File: src/rtl/motor_guard_pkg.sv
// Shared definitions for the dual-motor overcurrent guard: FSM state encoding and default sizing.
package motor_guard_pkg;

    localparam int DEF_PWM_BITS         = 8;
    localparam int DEF_COOL_CYCLES      = 20000000;
    localparam int DEF_RAMP_STEP_CYCLES = 100000;
    localparam int DEF_MAX_RETRY        = 3;

    typedef enum logic [2:0] {
        ST_RUN,
        ST_TRIP,
        ST_COOL,
        ST_RAMP,
        ST_LOCK
    } mg_state_e;

    function automatic logic is_tripped(input mg_state_e s);
        return (s == ST_TRIP) || (s == ST_COOL) || (s == ST_LOCK);
    endfunction

endpackage

File: src/rtl/motor_guard_pwm_channel.sv
// One motor gate drive: duty latched per PWM period, capped by a ceiling, compared against the shared counter.
module pwm_channel
    import motor_guard_pkg::*;
#(
    parameter int PWM_BITS = DEF_PWM_BITS
) (
    input  logic                clk_i,
    input  logic                rst_ni,
    input  logic [PWM_BITS-1:0] cnt_i,
    input  logic                wrap_i,
    input  logic [PWM_BITS-1:0] duty_i,
    input  logic                en_i,
    input  logic                gate_i,
    input  logic [PWM_BITS-1:0] limit_i,
    output logic [PWM_BITS-1:0] duty_lat_o,
    output logic                pwm_o
);

    logic [PWM_BITS-1:0] duty_q;
    logic [PWM_BITS-1:0] duty_d;
    logic [PWM_BITS-1:0] eff;
    logic                pwm_q;
    logic                pwm_d;

    always_comb begin
        // While the channel is held off there is no pulse to disturb, so it tracks the request freely.
        duty_d = (wrap_i || !gate_i) ? duty_i : duty_q;
        eff    = (duty_q < limit_i) ? duty_q : limit_i;
        pwm_d  = en_i && gate_i && (cnt_i < eff);
    end

    always_ff @(posedge clk_i or negedge rst_ni) begin
        if (!rst_ni) begin
            duty_q <= '0;
            pwm_q  <= 1'b0;
        end else begin
            duty_q <= duty_d;
            pwm_q  <= pwm_d;
        end
    end

    assign duty_lat_o = duty_q;
    assign pwm_o      = pwm_q;

endmodule

File: src/rtl/motor_guard.sv
// Dual-motor overcurrent guard: synchronizes fault and clear inputs, sequences trip, cooldown,
// soft-start and lockout, and gates two PWM channels that share one free-running counter.
module motor_guard
    import motor_guard_pkg::*;
#(
    parameter int PWM_BITS         = DEF_PWM_BITS,
    parameter int COOL_CYCLES      = DEF_COOL_CYCLES,
    parameter int RAMP_STEP_CYCLES = DEF_RAMP_STEP_CYCLES,
    parameter int MAX_RETRY        = DEF_MAX_RETRY
) (
    input  logic                clock,
    input  logic                reset_n,
    input  logic [PWM_BITS-1:0] dutyA,
    input  logic [PWM_BITS-1:0] dutyB,
    input  logic                enA,
    input  logic                enB,
    input  logic                oc,
    input  logic                clearBTN,
    output logic                pwmA,
    output logic                pwmB,
    output logic                tripped,
    output logic                lockout,
    output logic [1:0]          retry_cnt
);

    localparam int TIMER_W = $clog2(COOL_CYCLES + 1);
    localparam int STEP_W  = $clog2(RAMP_STEP_CYCLES + 1);

    localparam logic [TIMER_W-1:0] COOL_LOAD = TIMER_W'(COOL_CYCLES - 1);
    localparam logic [STEP_W-1:0]  STEP_LAST = STEP_W'(RAMP_STEP_CYCLES - 1);
    localparam logic [1:0]         RETRY_MAX = 2'(MAX_RETRY);

    logic                oc_meta_q;
    logic                oc_sync_q;
    logic                clr_meta_q;
    logic                clr_sync_q;
    logic                clr_prev_q;
    logic                clr_rise;

    logic [PWM_BITS-1:0] cnt_q;
    logic [PWM_BITS-1:0] cnt_d;
    logic                wrap;

    mg_state_e           state_q;
    mg_state_e           state_d;
    logic [TIMER_W-1:0]  timer_q;
    logic [TIMER_W-1:0]  timer_d;
    logic [TIMER_W-1:0]  clean_q;
    logic [TIMER_W-1:0]  clean_d;
    logic [PWM_BITS-1:0] ramp_q;
    logic [PWM_BITS-1:0] ramp_d;
    logic [STEP_W-1:0]   step_q;
    logic [STEP_W-1:0]   step_d;
    logic [1:0]          retry_q;
    logic [1:0]          retry_d;
    logic [1:0]          retry_inc;
    logic                tripped_q;
    logic                lockout_q;

    logic [PWM_BITS-1:0] lat_a;
    logic [PWM_BITS-1:0] lat_b;
    logic [PWM_BITS-1:0] duty_max;
    logic [PWM_BITS-1:0] limit;
    logic                gate;

    assign clr_rise  = clr_sync_q && !clr_prev_q;
    assign cnt_d     = cnt_q + 1'b1;
    assign wrap      = &cnt_q;
    assign duty_max  = (lat_a > lat_b) ? lat_a : lat_b;
    assign retry_inc = (retry_q == RETRY_MAX) ? retry_q : retry_q + 2'd1;

    // The synchronized fault kills the gate one clock before the FSM reaches TRIP.
    assign gate  = ((state_q == ST_RUN) || (state_q == ST_RAMP)) && !oc_sync_q;
    assign limit = (state_q == ST_RAMP) ? ramp_q : '1;

    always_ff @(posedge clock or negedge reset_n) begin
        if (!reset_n) begin
            oc_meta_q  <= 1'b0;
            oc_sync_q  <= 1'b0;
            clr_meta_q <= 1'b0;
            clr_sync_q <= 1'b0;
            clr_prev_q <= 1'b0;
            cnt_q      <= '0;
        end else begin
            oc_meta_q  <= oc;
            oc_sync_q  <= oc_meta_q;
            clr_meta_q <= clearBTN;
            clr_sync_q <= clr_meta_q;
            clr_prev_q <= clr_sync_q;
            cnt_q      <= cnt_d;
        end
    end

    always_comb begin
        state_d = state_q;
        timer_d = timer_q;
        clean_d = '0;
        ramp_d  = ramp_q;
        step_d  = step_q;
        retry_d = retry_q;
        case (state_q)
            ST_RUN: begin
                if (oc_sync_q) begin
                    state_d = ST_TRIP;
                    retry_d = retry_inc;
                end else if (clean_q == COOL_LOAD) begin
                    retry_d = '0;
                end else begin
                    clean_d = clean_q + 1'b1;
                end
            end
            ST_TRIP: begin
                if (retry_q == RETRY_MAX) begin
                    state_d = ST_LOCK;
                end else begin
                    state_d = ST_COOL;
                    timer_d = COOL_LOAD;
                end
            end
            ST_COOL: begin
                if (oc_sync_q) begin
                    timer_d = COOL_LOAD;
                end else if (timer_q == '0) begin
                    state_d = ST_RAMP;
                    ramp_d  = '0;
                    step_d  = '0;
                end else begin
                    timer_d = timer_q - 1'b1;
                end
            end
            ST_RAMP: begin
                if (oc_sync_q) begin
                    state_d = ST_TRIP;
                    retry_d = retry_inc;
                end else if (ramp_q >= duty_max) begin
                    state_d = ST_RUN;
                end else if (step_q == STEP_LAST) begin
                    step_d = '0;
                    if (ramp_q != '1) begin
                        ramp_d = ramp_q + 1'b1;
                    end
                end else begin
                    step_d = step_q + 1'b1;
                end
            end
            ST_LOCK: begin
                if (clr_rise && !oc_sync_q) begin
                    state_d = ST_COOL;
                    timer_d = COOL_LOAD;
                    retry_d = '0;
                end
            end
            default: begin
                state_d = ST_COOL;
                timer_d = COOL_LOAD;
            end
        endcase
    end

    // Status outputs are registered from the next state so they change in step with it.
    always_ff @(posedge clock or negedge reset_n) begin
        if (!reset_n) begin
            state_q   <= ST_COOL;
            timer_q   <= COOL_LOAD;
            clean_q   <= '0;
            ramp_q    <= '0;
            step_q    <= '0;
            retry_q   <= '0;
            tripped_q <= 1'b1;
            lockout_q <= 1'b0;
        end else begin
            state_q   <= state_d;
            timer_q   <= timer_d;
            clean_q   <= clean_d;
            ramp_q    <= ramp_d;
            step_q    <= step_d;
            retry_q   <= retry_d;
            tripped_q <= is_tripped(state_d);
            lockout_q <= (state_d == ST_LOCK);
        end
    end

    pwm_channel #(.PWM_BITS(PWM_BITS)) u_chan_a (
        .clk_i      (clock),
        .rst_ni     (reset_n),
        .cnt_i      (cnt_q),
        .wrap_i     (wrap),
        .duty_i     (dutyA),
        .en_i       (enA),
        .gate_i     (gate),
        .limit_i    (limit),
        .duty_lat_o (lat_a),
        .pwm_o      (pwmA)
    );

    pwm_channel #(.PWM_BITS(PWM_BITS)) u_chan_b (
        .clk_i      (clock),
        .rst_ni     (reset_n),
        .cnt_i      (cnt_q),
        .wrap_i     (wrap),
        .duty_i     (dutyB),
        .en_i       (enB),
        .gate_i     (gate),
        .limit_i    (limit),
        .duty_lat_o (lat_b),
        .pwm_o      (pwmB)
    );

    assign tripped   = tripped_q;
    assign lockout   = lockout_q;
    assign retry_cnt = retry_q;

endmodule

File: config.mk
export PLATFORM = sky130hd
export DESIGN_NAME = motor_guard
export DESIGN_NICKNAME = d
export VERILOG_FILES = /design/src/rtl/motor_guard_pkg.sv /design/src/rtl/motor_guard_pwm_channel.sv /design/src/rtl/motor_guard.sv
export SDC_FILE = /design/constraint.sdc
export NUM_CORES = 1
export LEC_CHECK = 0
export BUFFER_PORTS_ARGS = -buffer_cell sky130_fd_sc_hd__buf_2
export CORE_ASPECT_RATIO = 0.8
export CORE_MARGIN = 1.5
export CORE_UTILIZATION = 40
export CTS_CLUSTER_DIAMETER = 100
export DETAILED_ROUTE_END_ITERATION = 10
export PLACE_DENSITY_LB_ADDON = 0.3
export SLEW_MARGIN = 20
export SYNTH_ARGS = -nofsm -noshare
export SYNTH_HDL_FRONTEND = slang
export SYNTH_SLANG_ARGS = --single-unit
File: constraint.sdc
create_clock -name clock -period 4.74 [get_ports clock]
set_clock_uncertainty 0.2 [all_clocks]
set_input_delay 0.948 -clock clock [delete_from_list [all_inputs] [get_ports clock]]
set_output_delay 0.948 -clock clock [all_outputs]
set_load 0.005 [all_outputs]
# Word-level counts from Yosys, hierarchy flattened

Cells that the tools add are included.

Bits in registers: 113
Word-level logic and storage cells: 116
Output and inout port bits: 6

$lt $le $gt $ge: 6
Equality and inequality tests: 22
Multiplexer cells: 39
Add/subtract/negate cells: 6
Bitwise logic cells: 1
Reductions and logical operators: 24

Operator list:

| cell                                                                  | number |
|---|---|
| 25-bit two-way mux                                                    | 7 |
| 25-bit case mux with 4 select lines                                   | 1 |
| 17-bit two-way mux                                                    | 5 |
| 8-bit two-way mux                                                     | 10 |
| 17-bit case mux with 2 select lines                                   | 1 |
| 8-bit less-than comparator                                            | 4 |
| 25-bit by 1-bit adder with 25-bit output (second input constant)      | 1 |
| 25-bit == test (second input constant)                                | 1 |
| 25-bit logical NOT                                                    | 1 |
| 25-bit by 1-bit subtractor with 25-bit output (second input constant) | 1 |
| 3-bit two-way mux                                                     | 7 |
| 17-bit by 1-bit adder with 17-bit output (second input constant)      | 1 |
| 17-bit == test (second input constant)                                | 1 |
| 8-bit by 1-bit adder with 8-bit output (second input constant)        | 2 |
| 8-bit case mux with 2 select lines                                    | 1 |
| 3-bit case mux with 5 select lines                                    | 1 |
| 2-bit != test (second input constant)                                 | 7 |
| 2-bit two-way mux                                                     | 5 |
| 3-bit by 2-bit == test with 1-bit output (second input constant)      | 3 |
| 8-bit greater-or-equal comparator                                     | 1 |
| 8-bit greater-than comparator                                         | 1 |
| 8-bit != test (second input constant)                                 | 1 |
| 4-bit AND reduction                                                   | 2 |
| 8-bit AND reduction                                                   | 1 |
| 18 further kinds                                                      | 32 |

# Logic depth before layout (Yosys ltp)

Word-level depth: 9
Mapped depth: 18
Depth with buffers taken out: 16

# Modules after synthesis

Synthesis repeated with hierarchy kept, for this count alone.

Cell total of the unflattened synthesis: 714
Area total of the unflattened synthesis: 7083.0 µm²

Modules (own cells, without submodules):

| module      | times used | cells each | area each (µm²) |
|---|---|---|---|
| motor_guard | 1          | 568        | 5534.1 |
| pwm_channel | 2          | 73         | 774.5 |

# Worst setup path before layout

Ideal clock, no wire load.

Path kind: register to register
Start: register state_q[1]
End: register u_chan_a.pwm_q, in the netlist u_chan_a.pwm_o
Buffers on the path: 2
Required time: 4.414 ns
Arrival: 3.847 ns
Slack: 0.567 ns
Library setup time: 0.126 ns
Stages on the path, launching flop included: 17
Path through: dfstp_2 > buf_2 > nand3b_1 > clkbuf_1 > or2_2 > inv_1 > ha_1 > a21o_1 > a21o_1 > a211o_1 > a21oi_1 > mux2i_1 > ha_1 > o21ai_0 > or3_1 > o221ai_1 > a21oi_1

Cells in the longest elaborated chain, start to end: 6

Ends and longest elaborated chain:

| element                                  | line                                 | source |
|---|---|---|
| from (decl)                              | motor_guard.sv:44                    | `mg_state_e state_q;` |
| from (signal assigned)                   | motor_guard.sv:172                   | `state_q <= state_d;` |
| 3-bit by 2-bit == test with 1-bit output | motor_guard.sv:73, motor_guard.sv:74 |  |
| 8-bit two-way mux                        | motor_guard.sv:74                    | `assign limit = (state_q == ST_RAMP) ? ramp_q : '1;` |
| 8-bit less-than comparator               | motor_guard_pwm_channel.sv:28        | `eff = (duty_q < limit_i) ? duty_q : limit_i;` |
| 8-bit two-way mux                        | motor_guard_pwm_channel.sv:28        |  |
| 8-bit less-than comparator               | motor_guard_pwm_channel.sv:29        | `pwm_d = en_i && gate_i && (cnt_i < eff);` |
| 1-bit logical AND *                      | motor_guard_pwm_channel.sv:29        |  |
| via u_chan_a.pwm_d                       | motor_guard_pwm_channel.sv:23        | `logic pwm_d;` |
| to (signal assigned)                     | motor_guard_pwm_channel.sv:38        | `pwm_q <= pwm_d;` |
| to (decl)                                | motor_guard_pwm_channel.sv:22        | `logic pwm_q;` |

The timed path passes the listed nets; every way through them passes the cells marked *.
A chain may end at the register's enable or synchronous reset.

# Final worst setup path

Start: register u_chan_b.duty_q[1], in the netlist u_chan_b.duty_lat_o[1]
End: register step_q[9]

Cells in the longest elaborated chain, start to end: 5

Ends and longest elaborated chain:

| element                                | line                          | source |
|---|---|---|
| from (decl)                            | motor_guard_pwm_channel.sv:19 | `logic [PWM_BITS-1:0] duty_q;` |
| from (signal assigned)                 | motor_guard_pwm_channel.sv:37 | `duty_q <= duty_d;` |
| 8-bit greater-than comparator          | motor_guard.sv:69             | `assign duty_max = (lat_a > lat_b) ? lat_a : lat_b;` |
| 8-bit two-way mux *                    | motor_guard.sv:69             |  |
| 8-bit greater-or-equal comparator *    | motor_guard.sv:135            | `end else if (ramp_q >= duty_max) begin` |
| 2-bit != test (no source line) *       | -                             |  |
| 5-bit AND reduction (no source line) * | -                             |  |
| to (signal assigned)                   | motor_guard.sv:176            | `step_q <= step_d;` |
| to (decl)                              | motor_guard.sv:52             | `logic [STEP_W-1:0] step_q;` |

Mark *: on every way between the ends. The rest lies on a longest branch, timed or not.

==> flow_summary.ini <==
[run_status]
status = complete, no violations

[detailed_routing]
vias = 5331
postRouteAntennaNets = 0
drt-initial-drc-count = 320
viasPerCell = 5.35
dr.pass1.iters = 4
drt-wirelength-per-cell_um = 14.9
finalWirelength_um = 14900
route.detailed.drc = 0

[finish]
final_nets = 834
final_cell_mix = 96 x dfrtp_1, 70 x nor2_1, 49 x ha_1
drive_gt1_frac = 0.168
layout_commonest_cell = dfrtp_1
fill_cells = 1576
n_antenna_cell = 0
syn_to_final_growth_pct = 14.3

[critical_path]
crit_family = compound AO/OA/AOI/OAI gates
cp_max_fo = 16
slowest_stage = or2_1
endpoint_kind = flop
slowest_delay_ns = 0.47
critPathArrivalTime_ns = 4.37
critPathKind = reg -> reg
required_ns = 4.83
critical_path_buf_inv_count = 1
crit_chain = inv_1 > ha_1 > nor2b_1 > o21a_1 > o21ai_0 > a21oi_1 > o22a_2 > mux2i_1 > ha_1 > a211o_1 > a211o_1 > a21oi_4 > a21oi_4 > or2_1 > o41ai_1
worst_setup_path_start_kind = flop

[placed_design]
hpwl_um = 10500
gp_congestion = 0.830
portBuffers = 27

[worst_hold_path]
hold_path.class = reg -> reg

[pwr]
p_per_area_nw_per_um2 = 509
p_leak_nw = 3.51
swShare = 0.379
total_power_mw = 4.01
p_clk_frac = 0.309
p_switching_mw = 1.52
irDropWorstVdd_uv = 240
seq_power_share = 0.302
p_comb_frac = 0.389
intPower_mw = 2.49

[timing]
hold_viol = 0
fmax_ghz = 0.233
slew_viol_final = 0
finalSetupViolations = 0
finalCritPeriodShare = 0.904
tightest_slew_ns = 1.09
fin_crit_ns = 4.28
relSlewSlack = 0.270
setup_tns_ns = 0
rsz0062_at_grt = false

[global_routing]
grt_overflow = 0
antenna_found_initial = 0
grtUsageTotal = 0.180
grt_max_degree = 59
first_global_vias = 5085
grt_pass1_wl_um = 25800

[cts]
clock-sinks = 113
htreeDepth = 4
cts_root_buf = clkbuf_16
cts_max_path_buffers = 2
postCtsHoldBufs = 0
clock_latency_ns = 0.41
cts_tree = done
clkSlewWorstSetupHoldPaths_ns = 0.06
cts_buffers = 17

[flow_run]
cap_violations = 0

[logic_synthesis]
syn_area_per_cell_um2 = 9.44
ys_types = 59
syn_area_um2 = 6890
yosys_warnings = 0
ys_ff_latch = 113
synth_fp_nets = 801
ys_seq_area_frac = 0.414
synthCells = 730
synth_flop_cell = dfrtp_1
ys_async_sr_fraction = 1.00
synth_edf_count = 0

[floorplan]
die-area_um2 = 18000
top_level_ports = 28
start_util = 0.412
std_cell_rows = 42
coreArea_um2 = 16700
die_y_um = 120
die_w_um = 150
-- kinds of logic after synthesis --
kind of cell,share of synthesized area
AND/OR/NAND/NOR,0.213
AO/OA/AOI/OAI,0.148
flip-flops,0.414
buffers and inverters,0.0410
adder cells (fa/ha/maj),0.0890
multiplexers,0.0614
XOR/XNOR,0.0343
-- worst register-to-register path: stages (launching register included) --
cell     delay [ns]
dfrtp_1        0.41
inv_1          0.07
ha_1           0.29
nor2b_1        0.13
o21a_1         0.16
o21ai_0        0.16
a21oi_1        0.09
o22a_2         0.32
mux2i_1        0.16
ha_1           0.30
a211o_1        0.26
a211o_1        0.30
a21oi_4        0.26
a21oi_4        0.17
or2_1          0.48
o41ai_1        0.42
-- area by class of cell --
class | instances | area (um2) | area share
clock buffers | 19 | 453 | 0.0575
repair buffers | 42 | 263 | 0.0334
well taps | 220 | 275 | 0.0350
inverters | 38 | 143 | 0.0181
multi-input cells | 551 | 3760 | 0.478
flip-flops and latches | 113 | 2850 | 0.362
clock inverters | 13 | 124 | 0.0157
-- state kept, by name, indices dropped and copies added, names as in the netlist --
register,flops
u_chan_a.duty_lat_o,8
clr_sync_q,1
clean_q,25
clr_meta_q,1
retry_cnt,2
timer_q,25
clr_prev_q,1
ramp_q,8
oc_sync_q,1
tripped,1
state_q,3
oc_meta_q,1
u_chan_a.pwm_o,1
u_chan_b.pwm_o,1
cnt_q,8
step_q,17
lockout,1
u_chan_b.duty_lat_o,8
-- cell usage after synthesis (3+ instances only) --
master     n  area [um2]
a211o_1    5        43.8
buf_2      4        20.0
nand4_1    9        56.3
xor2_1    12         105
nand2_1   42         158
a21oi_1   43         215
or2_2     10        62.6
mux2_2    18         203
a31o_2     3        26.3
nor2b_1    6        37.5
a21o_1     8        60.1
ha_1      49         613
nor4_1    13        81.3
or3_1     15        93.8
or4_1     11        82.6
o21ai_0   48         240
dfstp_2   17         447
a211oi_1   5        37.5
nor2_1    70         263
o21a_1     3        22.5
a31oi_1    8        50.1
nor3_1    18        90.1
clkbuf_1  19        71.3
nand4b_1   3        26.3
mux2i_1   22         220
and4_1     5        43.8
o41ai_1    4        35.0
buf_6      4        45.0
dfrtp_1   96        2400
nand2b_1  11        68.8
inv_1     38         143
and3_1     9        56.3
o31ai_1   18         135
nand3_1   35         175
xnor2_1   15         131
-- per-layer routing --
layer,part of all wire,track usage
met4,0.0071,0.0570
met2,0.42,0.253
met3,0.038,0.0358
met1,0.54,0.273
met5,0,0
-- through the flow --
step / hold WS (ns) / util / area [um2] / cells / setup WS (ns)
after floorplan: 0.131 / - / 6890 / 730 / 0.567
after global placement: 0.134 / 0.436 / 7290 / 964 / 0.521
after detailed placement: 0.135 / 0.436 / 7290 / 964 / 0.393
after CTS: 0.148 / 0.471 / 7870 / 996 / 0.358
after global routing: 0.156 / 0.471 / 7870 / 996 / 0.156
final: 0.145 / 0.471 / 7870 / 996 / 0.457
-- power by group through the flow --
stage	logic [mW]	clock network (mW)	registers, mW
4_1_cts	1.56	1.27	1.21
6_report	1.56	1.24	1.21
2_1_floorplan	1.15	0	1.18
5_1_grt	1.76	1.32	1.23
3_3_place_gp	1.54	0	1.22
3_5_place_dp	1.55	0	1.22
-- final timing paths --
| kind | from | end | slack, ns | cells after the start |
|---|---|---|---|---|
| max | u_chan_b.duty_lat_o[1]$_DFFE_PN0P_ | step_q[9]$_DFFE_PN0P_ | 0.46 | 15 |
| min | oc_meta_q$_DFF_PN0_ | oc_sync_q$_DFF_PN0_ | 0.15 | 0 |
| max reg2reg | u_chan_b.duty_lat_o[1]$_DFFE_PN0P_ | step_q[9]$_DFFE_PN0P_ | 0.46 | 15 |
| min reg2reg | oc_meta_q$_DFF_PN0_ | oc_sync_q$_DFF_PN0_ | 0.15 | 0 |
| max in group asynchronous | reset_n | timer_q[20]$_DFFE_PN1P_ | 3.15 | 2 |
| min in group asynchronous | reset_n | u_chan_b.duty_lat_o[7]$_DFFE_PN0P_ | 0.40 | 1 |
-- what timing repair did --
action / CTS / global route
buffers inserted: 0 / 0
endpoints found under the setup margin: 0 / 1
resized for setup: 0 / 1
(Power assumes the default switching activity.)
